## src/rtl/decade_pkg.sv

```systemverilog
// ---------------------------------------------------------------------------
// decade_pkg
//   Shared definitions for the decade counter sequencer:
//     state_e       run-control FSM state encoding (IDLE/RUN/PAUSE/DONE)
//     BCD_MAX       largest legal value of a single BCD digit
//     bcd_sanitise  clamps a 4-bit nibble into the legal BCD range 0..9
// ---------------------------------------------------------------------------
package decade_pkg;

  // Encoding is visible on the 'state' debug port, so the values are fixed.
  typedef enum logic [1:0] {
    IDLE  = 2'd0,
    RUN   = 2'd1,
    PAUSE = 2'd2,
    DONE  = 2'd3
  } state_e;

  localparam logic [3:0] BCD_MAX = 4'd9;

  // Non-BCD nibbles (A..F) clamp to 9 so the terminal compare can never
  // wait on a value the digit cells are unable to reach.
  function automatic logic [3:0] bcd_sanitise(input logic [3:0] digit);
    logic [3:0] result;
    if (digit > BCD_MAX) begin
      result = BCD_MAX;
    end else begin
      result = digit;
    end
    return result;
  endfunction

endpackage

```

## src/rtl/bcd_digit.sv

```systemverilog
// ---------------------------------------------------------------------------
// bcd_digit
//   One MOD-10 counter cell of the decade chain.
//   Ports:
//     clock      in   rising-edge clock
//     clear_n    in   asynchronous active-low reset (q=0, q_bar=4'hF)
//     sync_clr   in   synchronous clear to 0, overrides counting
//     en         in   chain-wide count enable
//     carry_in   in   all lower digits are at 9 (tie to 1 for digit 0)
//     q          out  registered BCD digit
//     q_bar      out  registered complement of q
//     carry_out  out  (q == 9) && carry_in, feeds the next digit up
// ---------------------------------------------------------------------------
module bcd_digit
  import decade_pkg::*;
(
  input  logic       clock,
  input  logic       clear_n,
  input  logic       sync_clr,
  input  logic       en,
  input  logic       carry_in,
  output logic [3:0] q,
  output logic [3:0] q_bar,
  output logic       carry_out
);

  logic [3:0] q_r;
  logic [3:0] q_bar_r;
  logic [3:0] q_next_s;

  // Next digit value: clear wins, otherwise advance mod 10 when enabled and
  // every lower digit is at 9.
  always_comb begin
    q_next_s = q_r;
    if (sync_clr) begin
      q_next_s = 4'd0;
    end else if (en && carry_in) begin
      if (q_r == BCD_MAX) begin
        q_next_s = 4'd0;
      end else begin
        q_next_s = q_r + 4'd1;
      end
    end else begin
      q_next_s = q_r;
    end
  end

  // Digit and complement registers; the complement is registered from the
  // same next value so both outputs change on the same edge.
  always_ff @(posedge clock or negedge clear_n) begin
    if (!clear_n) begin
      q_r     <= 4'd0;
      q_bar_r <= 4'hF;
    end else begin
      q_r     <= q_next_s;
      q_bar_r <= ~q_next_s;
    end
  end

  assign q         = q_r;
  assign q_bar     = q_bar_r;
  assign carry_out = (q_r == BCD_MAX) && carry_in;

endmodule

```

## src/rtl/decade_counter_sequencer.sv

```systemverilog
// ---------------------------------------------------------------------------
// decade_counter_sequencer
//   Run-control FSM and cascade sequencer for DIGITS chained BCD digits.
//   Counts qualifying steps up to a latched BCD target, pulses done on the
//   terminal step, then wraps and either keeps running or halts in DONE.
//   Ports:
//     clock        in   rising-edge system clock
//     clear_n      in   asynchronous active-low reset
//     start        in   start (IDLE/DONE) or resume (PAUSE)
//     stop         in   pause a running count
//     sync_clr     in   synchronous return to IDLE with count 0
//     step         in   count enable, one increment per cycle in RUN
//     auto_reload  in   1: keep running after terminal, 0: halt in DONE
//     target       in   BCD terminal value, sampled on start from IDLE/DONE
//     count        out  registered BCD count
//     count_bar    out  registered bitwise complement of count
//     running      out  registered (state == RUN)
//     done         out  one-cycle pulse following the terminal step
//     state        out  FSM state for observation
//   Command priority everywhere: sync_clr > stop > start.
// ---------------------------------------------------------------------------
module decade_counter_sequencer
  import decade_pkg::*;
#(
  parameter int DIGITS = 2,
  localparam int CW    = 4 * DIGITS
) (
  input  logic          clock,
  input  logic          clear_n,
  input  logic          start,
  input  logic          stop,
  input  logic          sync_clr,
  input  logic          step,
  input  logic          auto_reload,
  input  logic [CW-1:0] target,
  output logic [CW-1:0] count,
  output logic [CW-1:0] count_bar,
  output logic          running,
  output logic          done,
  output logic [1:0]    state
);

  state_e        state_r;
  logic [CW-1:0] target_q_r;
  logic          done_r;
  logic          running_r;

  logic [CW-1:0] count_s;
  logic [CW-1:0] count_bar_s;
  logic [CW-1:0] target_san_s;
  logic          terminal_s;
  logic          digit_clr_s;
  logic          count_en_s;
  logic [DIGITS:0] carry_s;
  logic          carry_unused_s;

  // Clamp every incoming target digit into 0..9 before it can be latched.
  always_comb begin
    target_san_s = {CW{1'b0}};
    for (int i = 0; i < DIGITS; i++) begin
      target_san_s[4*i +: 4] = bcd_sanitise(target[4*i +: 4]);
    end
  end

  assign terminal_s = (count_s == target_q_r);

  // Digit-chain control. Clearing covers sync_clr, a fresh start and the
  // terminal wrap; counting happens only on a plain step in RUN.
  always_comb begin
    digit_clr_s = 1'b0;
    count_en_s  = 1'b0;
    if (sync_clr) begin
      digit_clr_s = 1'b1;
    end else if (((state_r == IDLE) || (state_r == DONE)) && start) begin
      digit_clr_s = 1'b1;
    end else if ((state_r == RUN) && !stop && step) begin
      if (terminal_s) begin
        digit_clr_s = 1'b1;
      end else begin
        count_en_s = 1'b1;
      end
    end else begin
      digit_clr_s = 1'b0;
      count_en_s  = 1'b0;
    end
  end

  // Digit 0 always sees a carry; higher digits advance only when every
  // lower digit is at 9.
  assign carry_s[0] = 1'b1;

  genvar g;
  generate
    for (g = 0; g < DIGITS; g++) begin : g_digit
      bcd_digit u_digit (
        .clock     (clock),
        .clear_n   (clear_n),
        .sync_clr  (digit_clr_s),
        .en        (count_en_s),
        .carry_in  (carry_s[g]),
        .q         (count_s[4*g +: 4]),
        .q_bar     (count_bar_s[4*g +: 4]),
        .carry_out (carry_s[g+1])
      );
    end
  endgenerate

  // The top digit's carry has no consumer: the terminal step, not an
  // overflow, decides when the chain wraps.
  assign carry_unused_s = carry_s[DIGITS];

  // Run-control FSM with registered done/running flags and target latch.
  always_ff @(posedge clock or negedge clear_n) begin
    if (!clear_n) begin
      state_r    <= IDLE;
      target_q_r <= {CW{1'b0}};
      done_r     <= 1'b0;
      running_r  <= 1'b0;
    end else if (sync_clr) begin
      state_r   <= IDLE;
      done_r    <= 1'b0;
      running_r <= 1'b0;
    end else begin
      case (state_r)
        IDLE, DONE: begin
          done_r <= 1'b0;
          // stop has no meaning here; only start leaves these states.
          if (start) begin
            target_q_r <= target_san_s;
            state_r    <= RUN;
            running_r  <= 1'b1;
          end else begin
            state_r   <= state_r;
            running_r <= 1'b0;
          end
        end
        RUN: begin
          if (stop) begin
            state_r   <= PAUSE;
            done_r    <= 1'b0;
            running_r <= 1'b0;
          end else if (step && terminal_s) begin
            done_r <= 1'b1;
            if (auto_reload) begin
              state_r   <= RUN;
              running_r <= 1'b1;
            end else begin
              state_r   <= DONE;
              running_r <= 1'b0;
            end
          end else begin
            // start while running is deliberately not a restart.
            state_r   <= RUN;
            done_r    <= 1'b0;
            running_r <= 1'b1;
          end
        end
        PAUSE: begin
          done_r <= 1'b0;
          if (!stop && start) begin
            state_r   <= RUN;
            running_r <= 1'b1;
          end else begin
            state_r   <= PAUSE;
            running_r <= 1'b0;
          end
        end
        default: begin
          state_r   <= IDLE;
          done_r    <= 1'b0;
          running_r <= 1'b0;
        end
      endcase
    end
  end

  assign count     = count_s;
  assign count_bar = count_bar_s;
  assign running   = running_r;
  assign done      = done_r;
  assign state     = state_r;

endmodule
```

## config.mk

```make
export PLATFORM = sky130hd
export DESIGN_NAME = decade_counter_sequencer
export DESIGN_NICKNAME = d
export VERILOG_FILES = /design/src/rtl/decade_pkg.sv /design/src/rtl/bcd_digit.sv /design/src/rtl/decade_counter_sequencer.sv
export SDC_FILE = /design/constraint.sdc
export NUM_CORES = 1
export LEC_CHECK = 0
export CAP_MARGIN = 0
export CORE_MARGIN = 2
export CORE_UTILIZATION = 45
export CTS_CLUSTER_SIZE = 10
export DETAILED_ROUTE_END_ITERATION = 8
export PLACE_DENSITY_LB_ADDON = 0.05
export SLEW_MARGIN = 20
export SYNTH_ARGS = -nofsm -noshare
export SYNTH_HDL_FRONTEND = slang
export SYNTH_SLANG_ARGS = --single-unit
```

## constraint.sdc

```tcl
create_clock -name clock -period 3.6 [get_ports clock]
set_input_delay 0.54 -clock clock [delete_from_list [all_inputs] [get_ports clock]]
set_output_delay 0.54 -clock clock [all_outputs]
set_load 0.05 [all_outputs]
```

==> metrics.md, run 1 <==
| Metric | Value |
|---|---|
| Post-route insts no fill | `about 220` |
| Horiz. Die Dim | `approximately 62 um` |
| DRT iter0 DRCs | `30` |
| Post-Route M1 WL | `around 1400 um` |
| ANT cells | `0` |
| Met2 wire length | `between 1000 and 1500 um` |
| Tcrit/Tclk final | `0.639` |
| IO Pins | `35` |
| Crit-path leading delay family | `buffers and inverters` |
| Post-layout total power | `639 uW` |
| RSZ-0062 raised after global routing | `false` |
| Outcome | `complete, no violations` |
| Clk sinks | `28` |
| Post-Syn Area | `1510 um^2` |
| Routed wire length | `2830 um` |
| Post-synthesis area per instance | `between 10 and 15 um^2` |
| Vias in the first global route | `between 1000 and 1500` |
| CP max-delay cell | `clkdlybuf4s50_1` |
| Cts repair resizes | `0` |
| Ratio of cells with drive above 1 in the final layout | `0.136` |
| CP startpoint kind | `flip-flop` |
| Routed length per placed instance | `~13 um` |
| CP Cell Sequence | `clkdlybuf4s50_1` |
| Max-slew violations | `0` |
| Post-synth EDFFs | `0` |
| CP arrival | `1.76 ns` |
| Detail Route Antenna Nets | `0` |
| Post-Route Setup TNS | `0 ns` |
| Hold Fails Final Rpt | `0` |
| Asr flop ratio synth | `1.00` |
| GR Util All Layers | `0.169` |
| Total CTS buffers | `3` |
| Hold slack | `between 0.15 and 0.2 ns` |
| Clock Path Buffers | `2` |
| Peak supply drop | `between 0.15 and 0.2 mV` |
| Synthesized Nets | `approximately 160` |
| CTS tree | `done` |
| Leakage power | `0.749 nW` |
| Fin crit period | `2.30 ns` |
| Layout fillers | `between 200 and 300` |
| # DRC | `0` |
| Dpl hpwl | `about 2100 um` |
| Die area | `roughly 3800 um^2` |
| Most frequent cells in the layout | `33 x clkdlybuf4s50_1, 20 x dfrtp_1, 12 x nand2_1` |
| Clock Skews | `0.00614 ns` |
| Initial core utilization | `0.461` |
| Commonest register cell after synthesis | `dfrtp_1` |
| Commonest non-fill, non-tap cell in the layout | `clkdlybuf4s50_1` |
| Post-synth cell types | `44` |
| Crit path capture type | `output pin` |
| Die H | `about 62 um` |
| RR Endpoint | `g_digit[1].u_digit.q_bar[3]` |
| Met3 Routed Length | `117 um` |
| NumNets Final | `about 200` |
| Placed cell count | `219` |
| Max FO, Critical Path | `9` |
| Row count | `21` |
| CP bufs+invs | `1` |
| Slew @ Worst Pin | `0.628 ns` |
| Register area share after synthesis | `0.469` |
| Reg area | `711 um^2` |
| Post-CTS Setup Inserts | `0` |
| Layout Area Growth over Synthesis | `26.1%` |
| Worst R2R Path Depth | `7` |
| DR vias/cell | `between 5 and 6` |
| Final setup vio count | `0` |
| I/O Buffers | `34` |
| Vias | `about 1200` |
| Hold/Removal Path Class | `input pin to async pin` |
| First-pass GRT wire length | `about 4800 um` |
| Fmax | `roughly 0.43 GHz` |
| Worst-Skew Late Latency | `around 0.33 ns` |
| Initial antenna violation count | `0` |
| Clock root cell | `clkbuf_4` |
| Slew margin rel. | `0.582` |
| #FFs+latches synth | `28` |
| Worst r2r src | `state[0]` |
| CTS clk-pin slew, worst paths | `0.15 ns` |
| Critical Path RT | `just over 3 ns` |
| Power per cell area | `335 nW/um^2` |
| H-Tree Depth | `1` |
| Highest Signal Layer | `met4` |
| Gpl congestion | `0.739` |
| Worst setup path class | `flip-flop to output pin` |
| CP peak stage delay | `around 0.87 ns` |
| Cells after Synth | `between 100 and 150` |
| Total grt overflow | `0` |
| Synth warn | `0` |
| Pre-Repair DR Iteration Count | `4` |
| Max-capacitance violation count | `0` |
| Internal reg-to-reg setup slack | `between 1 and 1.5 ns` |
| Final core utilization | `0.581` |
| Multi-input gate area | `between 700 and 800 um^2` |
| Largest net degree at the start of global routing | `27` |
| Hold_buf cts | `0` |
| CORE AREA | `~3300 um^2` |
## worst max path at each step
stage / start / end / slack, ns / depth (start not counted)
after floorplan: state[0] / g_digit[1].u_digit.q_bar[3] / 1.28 / 8
after global placement: stop / g_digit[1].u_digit.q_bar[3] / 1.12 / 6
after detailed placement: stop / g_digit[1].u_digit.q_bar[3] / 1.06 / 6
after CTS: g_digit[1].u_digit.q[2] / count[6] / 1.29 / 1
after global routing: g_digit[1].u_digit.q[2] / count[6] / 1.21 / 1
final: g_digit[1].u_digit.q[2] / count[6] / 1.30 / 1
## logic make-up (layout without fill, tap and decap cells)
family	after synthesis	in the layout	synth area share
simple gates	47	47	0.169
compound gates	38	38	0.183
flops	28	28	0.469
buf+inv	11	45	0.0421
xor+xnor	8	8	0.0512
fa+ha+maj	6	6	0.0496
mux	5	5	0.0347
## metal layers
layer	global-route usage	vias to the layer above
li1	-	578
met1	0.253	536
met2	0.244	32
met5	0	-
met3	0.0248	4
met4	0.0638	0
## synthesized netlist by cell type (2+ instances only)
cell	instances	area [um^2]
dfrtp_1	20	500
nand2_1	12	45.0
o21ai_0	11	55.1
dfstp_2	8	210
nor2_1	8	30.0
nand2b_1	7	43.8
xnor2_1	7	61.3
ha_1	6	75.1
inv_1	6	22.5
o21a_1	6	45.0
a21oi_1	5	25.0
buf_6	3	33.8
mux2i_1	3	30.0
nand3_1	3	15.0
nor3_1	3	15.0
a21o_1	2	15.0
a32o_1	2	20.0
and3_1	2	12.5
clkbuf_1	2	7.51
mux2_2	2	22.5
nand3b_1	2	15.0
## sequential cells by signal (all words and copies together), names as in the netlist
signal,flops
g_digit.u_digit.q,8
g_digit.u_digit.q_bar,8
target_q_r,8
state,2
done,1
running,1
## stage by stage
| stage | area (um^2) | setup slack (ns) |
|---|---|---|
| finish | 1910 | 1.30 |
| global route | 1910 | 1.21 |
| CTS | 1910 | 1.29 |
| detailed placement | 1870 | 1.06 |
| global placement | 1880 | 1.12 |
| floorplan | 1510 | 1.28 |
## where the power goes
part           leakage (nW)  switching, mW  internal [mW]
Clock                0.0210         0.0933         0.0619
Sequential            0.350         0.0165          0.337
Combinational         0.379         0.0712         0.0593
## area by class of cell
type,count,area share
clock buffers,4,0.0190
inverters,6,0.0118
well taps,46,0.0301
multi-input cells,104,0.387
repair buffers,35,0.180
flip-flops and latches,28,0.372
Note: power is estimated with default switching activity, not from simulation.
==> run 2, diff against run 1 <==
--- a/config.mk
+++ b/config.mk
@@ -7,7 +7,7 @@
 export LEC_CHECK = 0
 export CAP_MARGIN = 0
 export CORE_MARGIN = 2
-export CORE_UTILIZATION = 45
+export CORE_UTILIZATION = 44
 export CTS_CLUSTER_SIZE = 10
 export DETAILED_ROUTE_END_ITERATION = 8
 export PLACE_DENSITY_LB_ADDON = 0.05
==> constraint.sdc (replaced) <==
create_clock -name clock -period 1.99 [get_ports clock]
set_input_delay 0.2985 -clock clock [delete_from_list [all_inputs] [get_ports clock]]
set_output_delay 0.2985 -clock clock [all_outputs]
set_load 0.05 [all_outputs]
==> run 2 against run 1 <==
  * Worst setup slack worse by 1.2 ns
  * First-iteration DRC count grew 57%
  * Cell count increased by 4.5%
  * Non-clock buffer count is 10 higher
  * Largest cell class unchanged
  * Highest routed layer unchanged
==> metrics.md, run 2 (same netlist as run 1, synthesis figures left out) <==
| Metric | Value |
|---|---|
| GR Util All Layers | `0.171` |
| H-Tree Depth | `1` |
| Clock Skews | `about 0.0075 ns` |
| # DRC | `0` |
| Share of power burned in registers | `0.541` |
| CP max-delay cell | `clkdlybuf4s50_1` |
| Power Internal | `844 uW` |
| Outcome | `complete, no violations` |
| Switching Fraction | `0.284` |
| Routed length per placed instance | `roughly 13 um` |
| Die area | `just under 4000 um^2` |
| Row count | `21` |
| CP startpoint kind | `flip-flop` |
| Max-capacitance violation count | `0` |
| Fmax | `about 0.54 GHz` |
| Dpl hpwl | `roughly 2400 um` |
| Min setup slack post-route | `roughly 0.14 ns` |
| Routed wire length | `~3100 um` |
| IO Pins | `35` |
| Minimum setup slack after placement | `about 0.12 ns` |
| Worst-Skew Late Latency | `0.33 ns` |
| Clock root cell | `clkbuf_4` |
| Die H | `62.7 um` |
| Crit-path leading delay family | `buffers and inverters` |
| Initial antenna violation count | `0` |
| CORE AREA | `about 3300 um^2` |
| Total grt overflow | `0` |
| CTS tree | `done` |
| Pre-Repair DR Iteration Count | `4` |
| Clock network fraction of total power | `0.240` |
| Leakage power | `between 0.8 and 0.9 nW` |
| Commonest non-fill, non-tap cell in the layout | `clkdlybuf4s50_1` |
| CP bufs+invs | `1` |
| Layout Area Growth over Synthesis | `33.3%` |
| Gpl congestion | `between 0.8 and 0.9` |
| Clock Path Buffers | `2` |
| Post-CTS Setup Inserts | `0` |
| Largest net degree at the start of global routing | `29` |
| Combinational share of power | `0.219` |
| Slew margin rel. | `0.656` |
| Critical Path RT | `approximately 1.7 ns` |
| Fin crit period | `about 1.9 ns` |
| Horiz. Die Dim | `between 60 and 70 um` |
| RSZ-0062 raised after global routing | `false` |
| DRT iter0 DRCs | `47` |
| Final setup vio count | `0` |
| Max-slew violations | `0` |
| Slew @ Worst Pin | `between 0.5 and 0.6 ns` |
| CP arrival | `1.55 ns` |
| Post-layout total power | `about 1.2 mW` |
| Hold Fails Final Rpt | `0` |
| DR vias/cell | `about 5.3` |
| Peak supply drop | `roughly 0.34 mV` |
| Power per cell area | `around 580 nW/um^2` |
| Vias in the first global route | `around 1200` |
| Worst setup path class | `flip-flop to output pin` |
| Most frequent cells in the layout | `18 x clkdlybuf4s50_1, 17 x dfrtp_1, 13 x buf_4` |
| ANT cells | `0` |
| NumNets Final | `209` |
| Crit path capture type | `output pin` |
| Max FO, Critical Path | `4` |
| Hold/Removal Path Class | `input pin to async pin` |
| Switching pwr | `approximately 330 uW` |
| Ratio of cells with drive above 1 in the final layout | `0.214` |
| CTS clk-pin slew, worst paths | `0.15 ns` |
| Total CTS buffers | `3` |
| First-pass GRT wire length | `5440 um` |
| Worst r2r src | `state[1]` |
| Vias | `~1200` |
| Initial core utilization | `0.457` |
| Final core utilization | `0.610` |
| CP startpoint | `state[1]` |
| CP Cell Sequence | `clkdlybuf4s50_1` |
| Hold_buf cts | `0` |
| Tcrit/Tclk final | `0.931` |
| CP peak stage delay | `~0.81 ns` |
| Clk sinks | `28` |
| I/O Buffers | `34` |
| Detail Route Antenna Nets | `0` |
## run 2: path summary, 6_finish.rpt
path,endpoint,slack (ns),cells past startpoint
setup / recovery,state[1],0.14,1
hold / removal,state[0],0.33,2
setup reg to reg,g_digit[1].u_digit.q_bar[3],0.17,6
hold reg to reg,target_q_r[4],0.52,2
max in group asynchronous,g_digit[0].u_digit.q_bar[3],1.35,2
min in group clock,target_q_r[4],0.52,2
## run 2: metrics by stage
step | TNS (ns) | area [um^2] | cells | hold slack (ns)
2_1_floorplan | -0.0162 | 1530 | 143 | 0.00291
3_3_place_gp | 0 | 1960 | 229 | 0.486
3_5_place_dp | 0 | 1960 | 229 | 0.492
4_1_cts | 0 | 1990 | 233 | 0.343
5_1_grt | 0 | 2020 | 233 | 0.354
6_report | 0 | 2020 | 233 | 0.330
## run 2: timing repair
item | 4_1_cts | 5_1_grt
endpoints found under the hold margin | 0 | 0
setup endpoints to repair | 4 | 11
gates resized for setup | 4 | 11
## run 2: metal layers
metal | wire, um | part of all wire | GRT usage | vias to the layer above
li1 | - | - | - | 596
met1 | 1460 | 0.46 | 0.241 | 582
met2 | 1450 | 0.46 | 0.266 | 41
met3 | 175 | 0.056 | 0.0342 | 7
met4 | 49 | 0.016 | 0.0528 | 0
met5 | 0 | 0 | 0 | -
## run 2: power by group through the flow
stage / registers, mW / clock network, mW / logic [mW]
after floorplan: 0.667 / 0 / 0.145
after global placement: 0.648 / 0 / 0.254
after detailed placement: 0.649 / 0 / 0.257
after CTS: 0.638 / 0.289 / 0.258
after global routing: 0.644 / 0.319 / 0.286
final: 0.637 / 0.283 / 0.258
## run 2: area by class of cell
class                   count  area, um^2
fillers                   305        1290
multi-input cells         104         749
flip-flops and latches     28         714
repair buffers             45         438
well taps                  46        57.6
clock buffers               4        36.3
inverters                   6        22.5
==> run 3, diff against run 2 <==
--- a/config.mk
+++ b/config.mk
@@ -7,8 +7,8 @@
 export LEC_CHECK = 0
 export CAP_MARGIN = 0
 export CORE_MARGIN = 2
-export CORE_UTILIZATION = 44
-export CTS_CLUSTER_SIZE = 10
+export CORE_UTILIZATION = 45
+export CTS_CLUSTER_SIZE = 24
 export DETAILED_ROUTE_END_ITERATION = 8
 export PLACE_DENSITY_LB_ADDON = 0.05
 export SLEW_MARGIN = 20
==> constraint.sdc (replaced) <==
create_clock -name clock -period 2 [get_ports clock]
set_input_delay 0.3 -clock clock [delete_from_list [all_inputs] [get_ports clock]]
set_output_delay 0.3 -clock clock [all_outputs]
set_load 0.05 [all_outputs]
==> run 3 against run 2 <==
  * Cell area is 0.99% lower
  * Cell count is 0.86% lower
  * Non-clock buffer count is 2 lower
  * Flip-flop and latch count stayed put
  * Sequential power hardly changed
  * Clock power is 2% lower
  * Worst setup slack better by 0.0012 ns
  * Sequential share of layout area is 0.29 points higher
  * Register-to-register slack worse by 0.03 ns
  * Hold slack worse by 0.014 ns
==> metrics.md, run 3 (same netlist as run 1, synthesis figures left out) <==
| Metric | Value |
|---|---|
| Horiz. Die Dim | `roughly 62 um` |
| Layout Area Growth over Synthesis | `32.0%` |
| Critical Path RT | `2.23 ns` |
| Minimum setup slack after placement | `~0.035 ns` |
| Hold/Removal Path Class | `input pin to async pin` |
| Most frequent cells in the layout | `18 x dfrtp_1, 18 x clkdlybuf4s50_1, 12 x nand2_1, 12 x buf_4, 11 x o21ai_0` |
| Fmax | `0.537 GHz` |
| Slew @ Worst Pin | `between 0.5 and 0.6 ns` |
| Switching Fraction | `0.281` |
| Final setup vio count | `0` |
| CP arrival | `about 2.1 ns` |
| Post-Route Setup TNS | `0 ns` |
| Min setup slack post-route | `around 0.14 ns` |
| Pre-Repair DR Iteration Count | `6` |
| Clock Skews | `0.0110 ns` |
| CP Cell Sequence | `xnor2_1, nand4_1, or2_1, a21o_1, a32o_1` |
| Layout fillers | `approximately 280` |
| Clock network fraction of total power | `0.238` |
| Routed wire length | `just over 3000 um` |
| Combinational share of power | `0.215` |
| CP startpoint kind | `flip-flop` |
| RSZ-0062 raised after global routing | `false` |
| Leakage power | `approximately 0.86 nW` |
| Hold slack | `approximately 0.32 ns` |
| Die H | `a little over 60 um` |
| Share of power burned in registers | `0.547` |
| ANT cells | `0` |
| Vias | `roughly 1200` |
| Largest net degree at the start of global routing | `29` |
| Power per cell area | `about 580 nW/um^2` |
| Max FO, Critical Path | `8` |
| Tcrit/Tclk final | `0.930` |
| Die area | `between 3000 and 4000 um^2` |
| Fin crit period | `around 1.9 ns` |
| Crit path capture type | `flip-flop` |
| Power Internal | `roughly 840 uW` |
| CTS clk-pin slew, worst paths | `0.15 ns` |
| Clk sinks | `28` |
| Slew margin rel. | `0.661` |
| Ratio of cells with drive above 1 in the final layout | `0.200` |
| IO Pins | `35` |
| Row count | `21` |
| Max-slew violations | `0` |
| Total grt overflow | `0` |
| Dpl hpwl | `2350 um` |
| Total CTS buffers | `3` |
| Switching pwr | `326 uW` |
| NumNets Final | `roughly 210` |
| Clock Path Buffers | `2` |
| Gpl congestion | `~0.80` |
| Clock root cell | `clkbuf_4` |
| Worst setup path class | `flip-flop to flip-flop` |
| # DRC | `0` |
| CP max-delay cell | `dfrtp_1` |
| Initial antenna violation count | `0` |
| Final core utilization | `0.608` |
| Max-capacitance violation count | `0` |
| Reg area | `a little over 700 um^2` |
| Post-layout total power | `~1.2 mW` |
| GR Util All Layers | `0.181` |
| CORE AREA | `approximately 3300 um^2` |
| DRT iter0 DRCs | `45` |
| Routed length per placed instance | `~13 um` |
| First-pass GRT wire length | `slightly above 5000 um` |
| Worst-Skew Late Latency | `0.33 ns` |
| Initial core utilization | `0.461` |
| Multi-input gate area | `roughly 750 um^2` |
| Detail Route Antenna Nets | `0` |
| Outcome | `complete, no violations` |
| CP peak stage delay | `0.50 ns` |
| Post-CTS Setup Inserts | `0` |
| Hold Fails Final Rpt | `0` |
| Vias in the first global route | `approximately 1200` |
| DR vias/cell | `5.12` |
| CTS tree | `done` |
| Peak supply drop | `0.318 mV` |
| I/O Buffers | `34` |
| H-Tree Depth | `1` |
[run 3: cell count changes in the layout (fill, tap and decap cells not counted), sizes merged]
| cell | previous run | this run |
|---|---|---|
| dlygate4sd2 | 4 | 3 |
| buf | 13 | 12 |
[run 3: routing by layer]
layer | wire (um) | track usage
met3 | 104 | 0.0290
met1 | 1400 | 0.227
met2 | 1480 | 0.308
met5 | 0 | 0
met4 | 54 | 0.0760
[run 3: layout make-up]
cell class                 instances  share of cell area
clock buffer                       4              0.0182
inverter                           6              0.0113
timing repair buffer              43               0.211
sequential                        28               0.357
tap                               46              0.0288
multi-input combinational        104               0.374
[run 3: worst max-delay path: cells and delay by family (launching register included)]
| kind | cells | cell delay (ns) |
|---|---|---|
| AND/OR/NAND/NOR | 2 | 0.59 |
| flip-flops | 1 | 0.50 |
| XOR/XNOR | 1 | 0.19 |
| AO/OA/AOI/OAI | 2 | 0.48 |
[run 3: power groups by stage]
| stage | clock network (mW) | registers, mW | logic, mW |
|---|---|---|---|
| 2_1_floorplan | 0 | 0.663 | 0.144 |
| 3_3_place_gp | 0 | 0.645 | 0.248 |
| 3_5_place_dp | 0 | 0.646 | 0.253 |
| 4_1_cts | 0.288 | 0.636 | 0.253 |
| 5_1_grt | 0.314 | 0.641 | 0.277 |
| 6_report | 0.276 | 0.635 | 0.250 |
[run 3: final timing paths]
| kind | from | endpoint | slack, ns | depth (start not counted) |
|---|---|---|---|---|
| setup / recovery | g_digit[0].u_digit.q[0] | g_digit[0].u_digit.q[2] | 0.14 | 5 |
| hold / removal | clear_n | g_digit[0].u_digit.q[1] | 0.32 | 2 |
| setup reg to reg | g_digit[0].u_digit.q[0] | g_digit[0].u_digit.q[2] | 0.14 | 5 |
| hold reg to reg | target_q_r[0] | target_q_r[0] | 0.52 | 2 |
| max in group asynchronous | clear_n | g_digit[1].u_digit.q_bar[1] | 1.36 | 2 |
| min in group clock | target_q_r[0] | target_q_r[0] | 0.52 | 2 |
[run 3: timing repair]
action                     4_1_cts  5_1_grt
hold buffers                     0        0
setup endpoints to repair        3       10
resized for setup                3       10
[run 3: per-stage QoR]
stage	cell area (um^2)	instances
after floorplan	1520	143
after global placement	1940	227
after detailed placement	1940	227
after CTS	1970	231
after global routing	2000	231
final	2000	231
